[src/rtl/core_sequencer_pkg.sv]
// Shared definitions for the core sequencer: instruction types, FSM states,
// trap causes, writeback source codes and small decode helpers.
package core_sequencer_pkg;

    localparam int INSTR_TYPE_WIDTH = 4;

    typedef enum logic [INSTR_TYPE_WIDTH-1:0] {
        IT_ALU_R  = 4'd0,
        IT_ALU_I  = 4'd1,
        IT_LOAD   = 4'd2,
        IT_STORE  = 4'd3,
        IT_BRANCH = 4'd4,
        IT_JUMP   = 4'd5,
        IT_LUI    = 4'd6,
        IT_AUIPC  = 4'd7,
        IT_ENV    = 4'd8
    } instr_type_t;

    typedef enum logic [2:0] {
        ST_FETCH     = 3'd0,
        ST_DECODE    = 3'd1,
        ST_EXECUTE   = 3'd2,
        ST_MEM       = 3'd3,
        ST_WRITEBACK = 3'd4,
        ST_HALT      = 3'd5,
        ST_TRAP      = 3'd6
    } state_t;

    localparam logic [1:0] CAUSE_ILLEGAL      = 2'd0;
    localparam logic [1:0] CAUSE_IMEM_TIMEOUT = 2'd1;
    localparam logic [1:0] CAUSE_DMEM_TIMEOUT = 2'd2;
    localparam logic [1:0] CAUSE_MISALIGNED   = 2'd3;

    localparam logic [1:0] WB_ALU = 2'd0;
    localparam logic [1:0] WB_MEM = 2'd1;
    localparam logic [1:0] WB_PC4 = 2'd2;
    localparam logic [1:0] WB_IMM = 2'd3;

    function automatic logic writes_rd(instr_type_t t);
        case (t)
            IT_ALU_R, IT_ALU_I, IT_LOAD, IT_JUMP, IT_LUI, IT_AUIPC: writes_rd = 1'b1;
            default:                                               writes_rd = 1'b0;
        endcase
    endfunction

    function automatic logic [1:0] wb_source(instr_type_t t);
        case (t)
            IT_LOAD: wb_source = WB_MEM;
            IT_JUMP: wb_source = WB_PC4;
            IT_LUI:  wb_source = WB_IMM;
            default: wb_source = WB_ALU;
        endcase
    endfunction

endpackage

[src/rtl/core_sequencer_if.sv]
// Instruction and data memory handshake bundle between the sequencer and memory.
interface core_sequencer_if;
    // A request stays high, with its address and direction stable, until ack is
    // sampled high on a rising edge; that edge completes the transfer. Ack seen
    // while the matching request is low carries no meaning and is ignored.
    logic        imem_req;
    logic [31:0] imem_addr;
    logic        imem_ack;
    logic [31:0] imem_rdata;
    logic        dmem_req;
    logic        dmem_we;
    logic        dmem_ack;

    modport master (
        output imem_req, imem_addr, dmem_req, dmem_we,
        input  imem_ack, imem_rdata, dmem_ack
    );

    modport slave (
        input  imem_req, imem_addr, dmem_req, dmem_we,
        output imem_ack, imem_rdata, dmem_ack
    );
endinterface

[src/rtl/core_sequencer_wait_timer.sv]
// Counts cycles an outstanding memory request has gone unanswered and flags
// the cycle in which the count would reach LIMIT.
module wait_timer #(
    parameter int LIMIT = 255
) (
    input  logic clk,
    input  logic rst_n,
    input  logic clear,
    input  logic enable,
    output logic expired
);
    logic [7:0] count;

    always_ff @(posedge clk or negedge rst_n) begin
        if (!rst_n) begin
            count <= 8'd0;
        end else if (clear) begin
            count <= 8'd0;
        end else if (enable) begin
            count <= count + 8'd1;
        end
    end

    // Only a cycle without ack counts, so an ack on the final cycle still wins.
    assign expired = enable && (count == 8'(LIMIT - 1));
endmodule

[src/rtl/core_sequencer.sv]
// Multi-cycle instruction sequencer: fetch, decode, execute, memory access and
// writeback with timeout and misaligned-target traps.
module core_sequencer
    import core_sequencer_pkg::*;
#(
    parameter logic [31:0] RESET_PC = 32'h0000_0000,
    parameter int          TIMEOUT  = 255
) (
    input  logic                        clk,
    input  logic                        rst_n,
    core_sequencer_if.master            mem,
    output logic [31:0]                 ir,
    input  logic                        dec_valid,
    input  logic [INSTR_TYPE_WIDTH-1:0] dec_instr_type,
    input  logic                        dec_rd_enable,
    input  logic                        branch_taken,
    input  logic [31:0]                 target_addr,
    output logic                        rf_we,
    output logic [1:0]                  wb_sel,
    output logic [31:0]                 pc,
    output logic                        retire,
    output logic [31:0]                 instret,
    output logic                        halted,
    output logic                        trap,
    output logic [1:0]                  trap_cause,
    output state_t                      state
);
    logic        imem_req;
    logic        dmem_req;
    logic        dmem_we;
    instr_type_t itype;
    logic        rd_enable;
    logic [31:0] next_pc;
    logic        redirect;
    logic [31:0] redirect_pc;
    logic        timer_clear;
    logic        timer_enable;
    logic        timer_expired;

    assign mem.imem_req  = imem_req;
    assign mem.imem_addr = pc;
    assign mem.dmem_req  = dmem_req;
    assign mem.dmem_we   = dmem_we;

    assign redirect    = (itype == IT_JUMP) || ((itype == IT_BRANCH) && branch_taken);
    assign redirect_pc = target_addr & ~32'd1;

    // Any cycle with no request outstanding rearms the timer for the next one.
    assign timer_clear  = !(imem_req || dmem_req);
    assign timer_enable = (imem_req && !mem.imem_ack) || (dmem_req && !mem.dmem_ack);

    wait_timer #(.LIMIT(TIMEOUT)) u_wait_timer (
        .clk     (clk),
        .rst_n   (rst_n),
        .clear   (timer_clear),
        .enable  (timer_enable),
        .expired (timer_expired)
    );

    always_ff @(posedge clk or negedge rst_n) begin
        if (!rst_n) begin
            state      <= ST_FETCH;
            pc         <= RESET_PC;
            ir         <= 32'd0;
            instret    <= 32'd0;
            trap_cause <= CAUSE_ILLEGAL;
            imem_req   <= 1'b0;
            dmem_req   <= 1'b0;
            dmem_we    <= 1'b0;
            rf_we      <= 1'b0;
            retire     <= 1'b0;
            wb_sel     <= WB_ALU;
            halted     <= 1'b0;
            trap       <= 1'b0;
            itype      <= IT_ALU_R;
            rd_enable  <= 1'b0;
            next_pc    <= RESET_PC;
        end else begin
            case (state)
                ST_FETCH: begin
                    // Coming out of reset the request is not yet raised; raise it first.
                    if (!imem_req) begin
                        imem_req <= 1'b1;
                    end else if (mem.imem_ack) begin
                        ir       <= mem.imem_rdata;
                        imem_req <= 1'b0;
                        state    <= ST_DECODE;
                    end else if (timer_expired) begin
                        imem_req   <= 1'b0;
                        trap_cause <= CAUSE_IMEM_TIMEOUT;
                        halted     <= 1'b1;
                        trap       <= 1'b1;
                        state      <= ST_TRAP;
                    end
                end
                ST_DECODE: begin
                    itype     <= instr_type_t'(dec_instr_type);
                    rd_enable <= dec_rd_enable;
                    if (!dec_valid) begin
                        trap_cause <= CAUSE_ILLEGAL;
                        halted     <= 1'b1;
                        trap       <= 1'b1;
                        state      <= ST_TRAP;
                    end else if (dec_instr_type == IT_ENV) begin
                        halted <= 1'b1;
                        state  <= ST_HALT;
                    end else begin
                        state <= ST_EXECUTE;
                    end
                end
                ST_EXECUTE: begin
                    if ((itype == IT_LOAD) || (itype == IT_STORE)) begin
                        dmem_req <= 1'b1;
                        dmem_we  <= (itype == IT_STORE);
                        state    <= ST_MEM;
                    end else if (redirect && redirect_pc[1]) begin
                        trap_cause <= CAUSE_MISALIGNED;
                        halted     <= 1'b1;
                        trap       <= 1'b1;
                        state      <= ST_TRAP;
                    end else begin
                        next_pc <= redirect ? redirect_pc : pc + 32'd4;
                        rf_we   <= rd_enable && writes_rd(itype);
                        wb_sel  <= wb_source(itype);
                        retire  <= 1'b1;
                        state   <= ST_WRITEBACK;
                    end
                end
                ST_MEM: begin
                    if (mem.dmem_ack) begin
                        dmem_req <= 1'b0;
                        dmem_we  <= 1'b0;
                        next_pc  <= pc + 32'd4;
                        rf_we    <= rd_enable && writes_rd(itype);
                        wb_sel   <= wb_source(itype);
                        retire   <= 1'b1;
                        state    <= ST_WRITEBACK;
                    end else if (timer_expired) begin
                        dmem_req   <= 1'b0;
                        dmem_we    <= 1'b0;
                        trap_cause <= CAUSE_DMEM_TIMEOUT;
                        halted     <= 1'b1;
                        trap       <= 1'b1;
                        state      <= ST_TRAP;
                    end
                end
                ST_WRITEBACK: begin
                    pc       <= next_pc;
                    instret  <= instret + 32'd1;
                    rf_we    <= 1'b0;
                    retire   <= 1'b0;
                    imem_req <= 1'b1;
                    state    <= ST_FETCH;
                end
                ST_HALT, ST_TRAP: begin
                    state <= state;
                end
                default: begin
                    state <= ST_FETCH;
                end
            endcase
        end
    end
endmodule

[src/flat_wrapper.sv]
// flat-port wrapper written by rule: the top's interface ports become plain ports
module core_sequencer_flat import core_sequencer_pkg::*;
#(
    parameter logic [31:0] RESET_PC = 32'h0000_0000,
    parameter int          TIMEOUT  = 255
)
  (clk, rst_n, ir, dec_valid, dec_instr_type, dec_rd_enable, branch_taken, target_addr, rf_we, wb_sel, pc, retire, instret, halted, trap, trap_cause, state, mem_imem_req, mem_imem_addr, mem_dmem_req, mem_dmem_we, mem_imem_ack, mem_imem_rdata, mem_dmem_ack);
  core_sequencer_if mem_i ();
  input  logic clk;
  input  logic rst_n;
  output logic [31:0] ir;
  input  logic dec_valid;
  input  logic [INSTR_TYPE_WIDTH-1:0] dec_instr_type;
  input  logic dec_rd_enable;
  input  logic branch_taken;
  input  logic [31:0] target_addr;
  output logic rf_we;
  output logic [1:0] wb_sel;
  output logic [31:0] pc;
  output logic retire;
  output logic [31:0] instret;
  output logic halted;
  output logic trap;
  output logic [1:0] trap_cause;
  output state_t state;
  output wire logic [$bits(mem_i.imem_req)-1:0] mem_imem_req;
  output wire logic [$bits(mem_i.imem_addr)-1:0] mem_imem_addr;
  output wire logic [$bits(mem_i.dmem_req)-1:0] mem_dmem_req;
  output wire logic [$bits(mem_i.dmem_we)-1:0] mem_dmem_we;
  input wire logic [$bits(mem_i.imem_ack)-1:0] mem_imem_ack;
  input wire logic [$bits(mem_i.imem_rdata)-1:0] mem_imem_rdata;
  input wire logic [$bits(mem_i.dmem_ack)-1:0] mem_dmem_ack;
  assign mem_imem_req = mem_i.imem_req;
  assign mem_imem_addr = mem_i.imem_addr;
  assign mem_dmem_req = mem_i.dmem_req;
  assign mem_dmem_we = mem_i.dmem_we;
  assign mem_i.imem_ack = mem_imem_ack;
  assign mem_i.imem_rdata = mem_imem_rdata;
  assign mem_i.dmem_ack = mem_dmem_ack;
  core_sequencer #(.RESET_PC(RESET_PC), .TIMEOUT(TIMEOUT)) u_core (.clk(clk), .rst_n(rst_n), .mem(mem_i), .ir(ir), .dec_valid(dec_valid), .dec_instr_type(dec_instr_type), .dec_rd_enable(dec_rd_enable), .branch_taken(branch_taken), .target_addr(target_addr), .rf_we(rf_we), .wb_sel(wb_sel), .pc(pc), .retire(retire), .instret(instret), .halted(halted), .trap(trap), .trap_cause(trap_cause), .state(state));
endmodule
[config.mk]
export PLATFORM = sky130hd
export DESIGN_NAME = core_sequencer_flat
export DESIGN_NICKNAME = d
export VERILOG_FILES = /design/src/rtl/core_sequencer_pkg.sv /design/src/rtl/core_sequencer_if.sv /design/src/rtl/core_sequencer_wait_timer.sv /design/src/rtl/core_sequencer.sv /design/src/flat_wrapper.sv
export SDC_FILE = /design/constraint.sdc
export NUM_CORES = 1
export LEC_CHECK = 0
export CAP_MARGIN = 20
export CORE_AREA = 2 2 135 170
export CTS_CLUSTER_DIAMETER = 50
export DETAILED_ROUTE_END_ITERATION = 12
export DIE_AREA = 0 0 137 172
export DONT_BUFFER_PORTS = 1
export GPL_TIMING_DRIVEN = 0
export SKIP_LAST_GASP = 1
export SLEW_MARGIN = 10
export SYNTH_ARGS = -nofsm -noshare
export SYNTH_HDL_FRONTEND = slang
export SYNTH_SLANG_ARGS = --single-unit
[constraint.sdc]
create_clock -name clk -period 3.6 [get_ports clk]
set_input_delay 0.54 -clock clk [delete_from_list [all_inputs] [get_ports clk]]
set_output_delay 0.54 -clock clk [all_outputs]
set_load 0.05 [all_outputs]
==> impl_results.md, run 1 <==
- I/O Pins: 217
- Met3 Track Usage GR: 5.365%
- Clock sinks: 155
- RSZ-0062 raised after global routing: no
- Vias in the first global route: 5638
- WS Path Type: flip-flop to flip-flop
- Syn Std Cell Area: 0.007590 mm2
- M2 GR Usage: 29.33%
- Mean Syn Cell Area: 10.80 um2
- HPWL Detailed: 13970 um
- Top cells by count, synth: dfrtp_1, nand2_1, mux2_2, nor2_1, xnor2_1
- Number of buffers created by CTS: 17
- Failing checks: negative hold slack
- Drt wl/cell: 19.06 um
- Required @ worst endpoint: 3.90 ns
- CP Data Arrival Time: 3.30 ns
- ANT cells: 0
- Dpl cell area: 0.007944 mm2
- Post-layout instance area: 0.008481 mm2
- Setup Total Neg Slack: 0 ns
- Final core occ: 38.58%
- I/O Buffers: 0
- Row count: 61
- Worst IR drop on VDD: 0.4714 mV
- Die X: 137 um
- Clock skew: 0.01041 ns
- Met1 Usage GRT: 19.69%
- Post-synth top area share: 51.10%
- Max Clk Rate: 332.9 MHz
- First-pass iteration count of the detailed router: 4
- Synth area leader: dfrtp_1
- Status: complete, but fails checks
- Sequential area share after synthesis: 51.10%
- Non-Filler Instances: 1019
- Reg2Reg Setup Slack: 0.60 ns
- Crit share post-route: 83.43%
- Count leader, synth: dfrtp_1
- Slew Limit Fails: 0
- Slowest cell on the critical path: dfrtp_1
- Total Die Area: 0.02356 mm2
- DRT iter0 DRCs: 300
- Busiest grt layer: met2
- Final hold vios: 155
- H-Tree Level Count: 4
- Area grow syn2layout: 11.74%
- Final-report setup violation count: 0
- Synth Instances: 703
- Final Critical Period: 3.003 ns
- Placed Instances: 986
- Initial core utilization: 34.53%
- Core ar.: 0.02198 mm2
- Leakage: 3.675 nW
- Final RePlAce weighted congestion: 0.7615
- WHS: -0.1819 ns
- Crit path cell chain: ha_1 -> inv_1 -> nor4_1 -> nand2_1 -> a221oi_1 -> o31ai_1
- Total Routing Usage GR: 16.95%
- #FFs+latches synth: 155
- Largest net degree at the start of global routing: 156
- Largest stage delay on the critical path: 0.84 ns
- Share of layout cells above drive strength 1: 20.52%
- Power per cell area: 1041 mW/mm2
- Slew headroom: 37.67%
- Drt total wl: 19420 um
- Synth area leaders: dfrtp_1, mux2_2, nand2_1, xnor2_1, buf_4
- Critical path peak fanout: 9
- GRT overflow: 0
- Async SR Flop Fraction: 100.0%
- Ys flop type: dfrtp_1
- Remaining antenna violation count: 0
- Hold crit path type: input port to async pin
- Crit end category: flip-flop
- Antenna violations before repair: 0
- Via density: 5.261
- CTS tree: built
- Root buf cell: clkbuf_16
- Worst skew pair latency: 0.43 ns
- Final net count: 802
- Net count after synthesis: 782
- # fillers: 2195
- Netlist cell types: 63
- Max_cap viols: 0
- Global-route wire length before repair: 30700 um
- Worst-margin pin slew: 0.9265 ns
- Die Ht: 172 um
- EDFF count, synth: 0
- Yosys warns: 0
- Startpoint types: flip-flop
- Clk buf depth: 2
- CTS-repair resized insts: 0
- Vias: 5361
- Clock transition at path regs: 0.07 ns
- DRC: 0
## placed cells by master (no fill, tap or decap), types with 8 or more instances in the layout
cell,synthesis,final
dfrtp_1,155,155
nor2b_1,8,8
and3_1,12,12
a21oi_1,16,16
buf_4,32,32
xnor2_1,33,33
xor2_1,20,20
mux2i_1,10,10
clkbuf_16,0,17
nor2_1,36,36
nand3_1,32,32
nand2_1,78,78
o21ai_0,27,27
mux2_2,68,68
nand4_1,18,18
clkbuf_1,22,23
o31ai_1,11,11
inv_1,9,9
o22ai_1,8,8
## kinds of logic after synthesis
| group | synth area share (%) |
|---|---|
| AO/OA/AOI/OAI | 9.826 |
| XOR/XNOR | 6.116 |
| adder cells (fa/ha/maj) | 0.6594 |
| buffers and inverters | 5.407 |
| flip-flops | 51.10 |
| multiplexers | 11.41 |
| AND/OR/NAND/NOR | 15.48 |
## layout make-up
type / count / area (um2) / area share (%)
well taps: 283 / 354.1 / 4.175
multi-input cells: 473 / 3301 / 38.92
clock buffers: 20 / 456.7 / 5.385
plain buffers: 66 / 376.6 / 4.441
flip-flops and latches: 155 / 3879 / 45.74
repair buffers: 1 / 5.005 / 0.05901
inverters: 9 / 33.78 / 0.3983
clock inverters: 12 / 75.07 / 0.8852
## sequential cells by signal (all words and copies together), names as in the netlist
signal	count
u_core.rd_enable	1
u_core.u_wait_timer.count	8
u_core.ir	32
u_core.halted	1
u_core.retire	1
u_core.mem.imem_addr	32
u_core.instret	32
u_core.state	3
u_core.trap_cause	2
u_core.itype	4
u_core.rf_we	1
u_core.mem.dmem_req	1
u_core.trap	1
u_core.mem.dmem_we	1
u_core.wb_sel	2
u_core.next_pc	32
u_core.mem.imem_req	1
## metal layers
layer / up-vias / wire (um)
li1: 2512 / -
met1: 2686 / 7785
met2: 149 / 10010
met3: 14 / 1326
met4: 0 / 298
met5: - / 0
## critical path, delay by kind of cell (launching register included)
kind | cells | cell delay [ns]
AO/OA/AOI/OAI | 2 | 0.50
buffers and inverters | 1 | 0.13
flip-flops | 1 | 0.84
AND/OR/NAND/NOR | 2 | 0.91
adder cells (fa/ha/maj) | 1 | 0.49
## where the power goes
part	internal, W	leakage (nW)	switching (W)
Combinational	0.00113	1.45	0.00159
Clock	0.000910	0.261	0.000727
Sequential	0.00233	1.96	0.00214
## per-stage QoR
stage | total power (W) | worst slack [ns]
after floorplan | 0.006588 | 1.211
after global placement | 0.007215 | 0.5993
after detailed placement | 0.007268 | 0.5713
after CTS | 0.008935 | 0.5382
after global routing | 0.009367 | 0.4241
final | 0.008825 | 0.5965
## repair_timing
| action | CTS | global route |
|---|---|---|
| endpoints found under the hold margin | 155 | 155 |
| setup buffers | 0 | 0 |
| endpoints found under the setup margin | 0 | 0 |
## path summary, 6_finish.rpt
kind	start	end	depth (start not counted)
max	u_core.mem.imem_addr[2]$_DFFE_PN0P_	u_core.next_pc[20]$_DFFE_PN0P_	6
min	rst_n	u_core.state[2]$_DFFE_PN0P_	0
max reg2reg	u_core.mem.imem_addr[2]$_DFFE_PN0P_	u_core.next_pc[20]$_DFFE_PN0P_	6
min reg2reg	u_core.next_pc[0]$_DFFE_PN0P_	u_core.next_pc[0]$_DFFE_PN0P_	2
max in group asynchronous	rst_n	u_core.ir[30]$_DFFE_PN0P_	0
min in group clk	dec_rd_enable	u_core.rd_enable$_DFFE_PN0P_	2
Note: power is estimated with default switching activity, not from simulation.
==> inputs of run 2 (changes only) <==
==> constraint.sdc (replaced) <==
create_clock -name clk -period 2.6 [get_ports clk]
set_input_delay 0.39 -clock clk [delete_from_list [all_inputs] [get_ports clk]]
set_output_delay 0.39 -clock clk [all_outputs]
set_load 0.05 [all_outputs]
==> run 2 against run 1 <==
Net effect:
- the run still ends with negative hold slack left
- global-route usage about the same
- first-iteration DRC count down 0.33%
- register-to-register slack worse by 0.49 ns
- routed wire length up 0.73%
- combinational power up 39%
- clock power up 38%
- count of clock-buffer cells in the layout unchanged
- power up 39%
- fmax up 20%
- sequential cell count unchanged
- non-clock buffer count down 2
- largest cell class unchanged
==> impl_results.md, run 2 (synthesis results as in run 1) <==
- Hold crit path type: input port to async pin
- Crit end category: flip-flop
- Number of buffers created by CTS: 17
- Commonest non-fill, non-tap cell in the layout: dfrtp_1
- Clock transition at path regs: 0.07 ns
- Drt wl/cell: 19.23 um
- Placed Instances: 986
- Largest stage delay on the critical path: 0.80 ns
- Initial core utilization: 34.53%
- Crit path cell chain: nand4_4 -> or4_1 -> buf_2 -> o31a_1 -> o22ai_1 -> o21ai_1
- First-pass iteration count of the detailed router: 6
- Row count: 61
- Final hold vios: 155
- Power per cell area: 1438 mW/mm2
- HPWL Detailed: 13970 um
- Slew Limit Fails: 0
- Worst skew pair latency: 0.43 ns
- Largest net degree at the start of global routing: 156
- CP Data Arrival Time: 2.79 ns
- Via density: 5.267
- Critical path peak fanout: 9
- Reg2Reg Setup Slack: 0.10 ns
- Status: complete, but fails checks
- Total Routing Usage GR: 17.00%
- Clk buf depth: 2
- WHS: -0.3296 ns
- Max Clk Rate: 400.7 MHz
- Setup Total Neg Slack: 0 ns
- Commonest non-fill, non-tap cells in the layout: dfrtp_1, nand2_1, mux2_2
- Crit share post-route: 95.99%
- Clock sinks: 155
- Clock share of power: 18.5%
- Global-route wire length before repair: 30790 um
- Non-Filler Instances: 1017
- Final net count: 800
- I/O Buffers: 0
- Clock skew: 0.008713 ns
- R2R Path End: u_core.next_pc[26]$_DFFE_PN0P_
- Vias in the first global route: 5656
- RSZ-0062 raised after global routing: no
- Final RePlAce weighted congestion: 0.7615
- Leakage: 3.683 nW
- Final Critical Period: 2.496 ns
- Reg-to-reg startpoint: u_core.mem.imem_addr[9]$_DFFE_PN0P_
- Post-CTS setup buffers: 0
- WS Path Type: flip-flop to flip-flop
- Part of the power in combinational logic: 30.9%
- Required @ worst endpoint: 2.89 ns
- Antenna violations before repair: 0
- P_sw: 0.006198 W
- GRT overflow: 0
- Root buf cell: clkbuf_16
- Startpoint types: flip-flop
- I/O Pins: 217
- CTS tree: built
- Worst-margin pin slew: 0.7789 ns
- Worst IR drop on VDD: 0.6534 mV
- DRT iter0 DRCs: 299
- Switch share: 50.47%
- Remaining antenna violation count: 0
- Drt total wl: 19560 um
- Vias: 5357
- Die X: 137 um
- Final-report setup violation count: 0
- Slew headroom: 48.07%
- DRC: 0
- Share of layout cells above drive strength 1: 23.84%
- H-Tree Level Count: 4
- Register-to-Register Path Depth: 6
- Max_cap viols: 0
- ANT cells: 0
- Area grow syn2layout: 12.53%
- Seq pwr share: 50.6%
- Total Die Area: 0.02356 mm2
- Slowest cell on the critical path: dfrtp_1
- Core ar.: 0.02198 mm2
- Die Ht: 172 um
- Failing checks: negative hold slack
- Internal power: 0.006084 W
## run 2: per-stage QoR
step | total power [W] | hold WS, ns | setup slack, ns | instance area (um2) | utilization (%)
floorplan | 0.009122 | 0.09441 | 0.2115 | 7590 | -
global placement | 0.009991 | 0.1025 | -0.4007 | 7944 | 36.14
detailed placement | 0.01006 | 0.1025 | -0.4287 | 7944 | 36.14
CTS | 0.01240 | -0.3673 | 0.02669 | 8521 | 38.76
global route | 0.01301 | -0.3568 | 0.004982 | 8541 | 38.85
finish | 0.01228 | -0.3296 | 0.1044 | 8541 | 38.85
## run 2: routing by layer
metal  global-route usage, %  wire, um  up-vias  part of all wire (%)
met5                       0         0        -                     0
met4                   5.827       323        0                   1.7
met3                   5.336      1271       18                   6.5
met2                   29.55     10020      148                    51
met1                   19.65      7951     2676                    41
li1                        -         -     2515                     -
## run 2: critical path, delay by kind of cell (launching register included)
family / cells / cell delay [ns]
buffers and inverters: 1 / 0.20
AO/OA/AOI/OAI: 3 / 0.50
AND/OR/NAND/NOR: 2 / 0.87
flip-flops: 1 / 0.80
## run 2: worst max-delay path by stage
| stage | start | slack [ns] | endpoint | depth (start not counted) |
|---|---|---|---|---|
| 2_1_floorplan | u_core.mem.imem_addr[2]$_DFFE_PN0P_ | 0.21 | u_core.next_pc[18]$_DFFE_PN0P_ | 6 |
| 3_3_place_gp | u_core.mem.imem_addr[6]$_DFFE_PN0P_ | -0.40 | u_core.next_pc[31]$_DFFE_PN0P_ | 5 |
| 3_5_place_dp | u_core.mem.imem_addr[6]$_DFFE_PN0P_ | -0.43 | u_core.next_pc[31]$_DFFE_PN0P_ | 5 |
| 4_1_cts | u_core.state[1]$_DFFE_PN0P_ | 0.03 | u_core.mem.imem_addr[29]$_DFFE_PN0P_ | 6 |
| 5_1_grt | u_core.state[0]$_DFFE_PN0P_ | 0.005 | u_core.wb_sel[0]$_DFFE_PN0P_ | 7 |
| 6_report | u_core.mem.imem_addr[9]$_DFFE_PN0P_ | 0.10 | u_core.next_pc[26]$_DFFE_PN0P_ | 6 |
## run 2: what timing repair did
item | 4_1_cts | 5_1_grt
gates resized for setup | 17 | 13
endpoints found under the setup margin | 44 | 46
cloned | 0 | 0
endpoints found under the hold margin | 155 | 155
## run 2: layout make-up
cell class	count	area, um2
flip-flops and latches	155	3900
multi-input cells	473	3337
plain buffers	65	384.1
fillers	2192	13440
well taps	283	354.1
inverters	9	33.78
clock buffers	20	456.7
clock inverters	12	75.07
## run 2: power groups by stage
stage                     Sequential, W  Clock, W  Combinational (W)
final                           0.00622   0.00227            0.00379
after global routing            0.00638   0.00244            0.00420
after CTS                       0.00623   0.00234            0.00383
after detailed placement        0.00625         0            0.00381
after global placement          0.00624         0            0.00375
after floorplan                 0.00590         0            0.00322
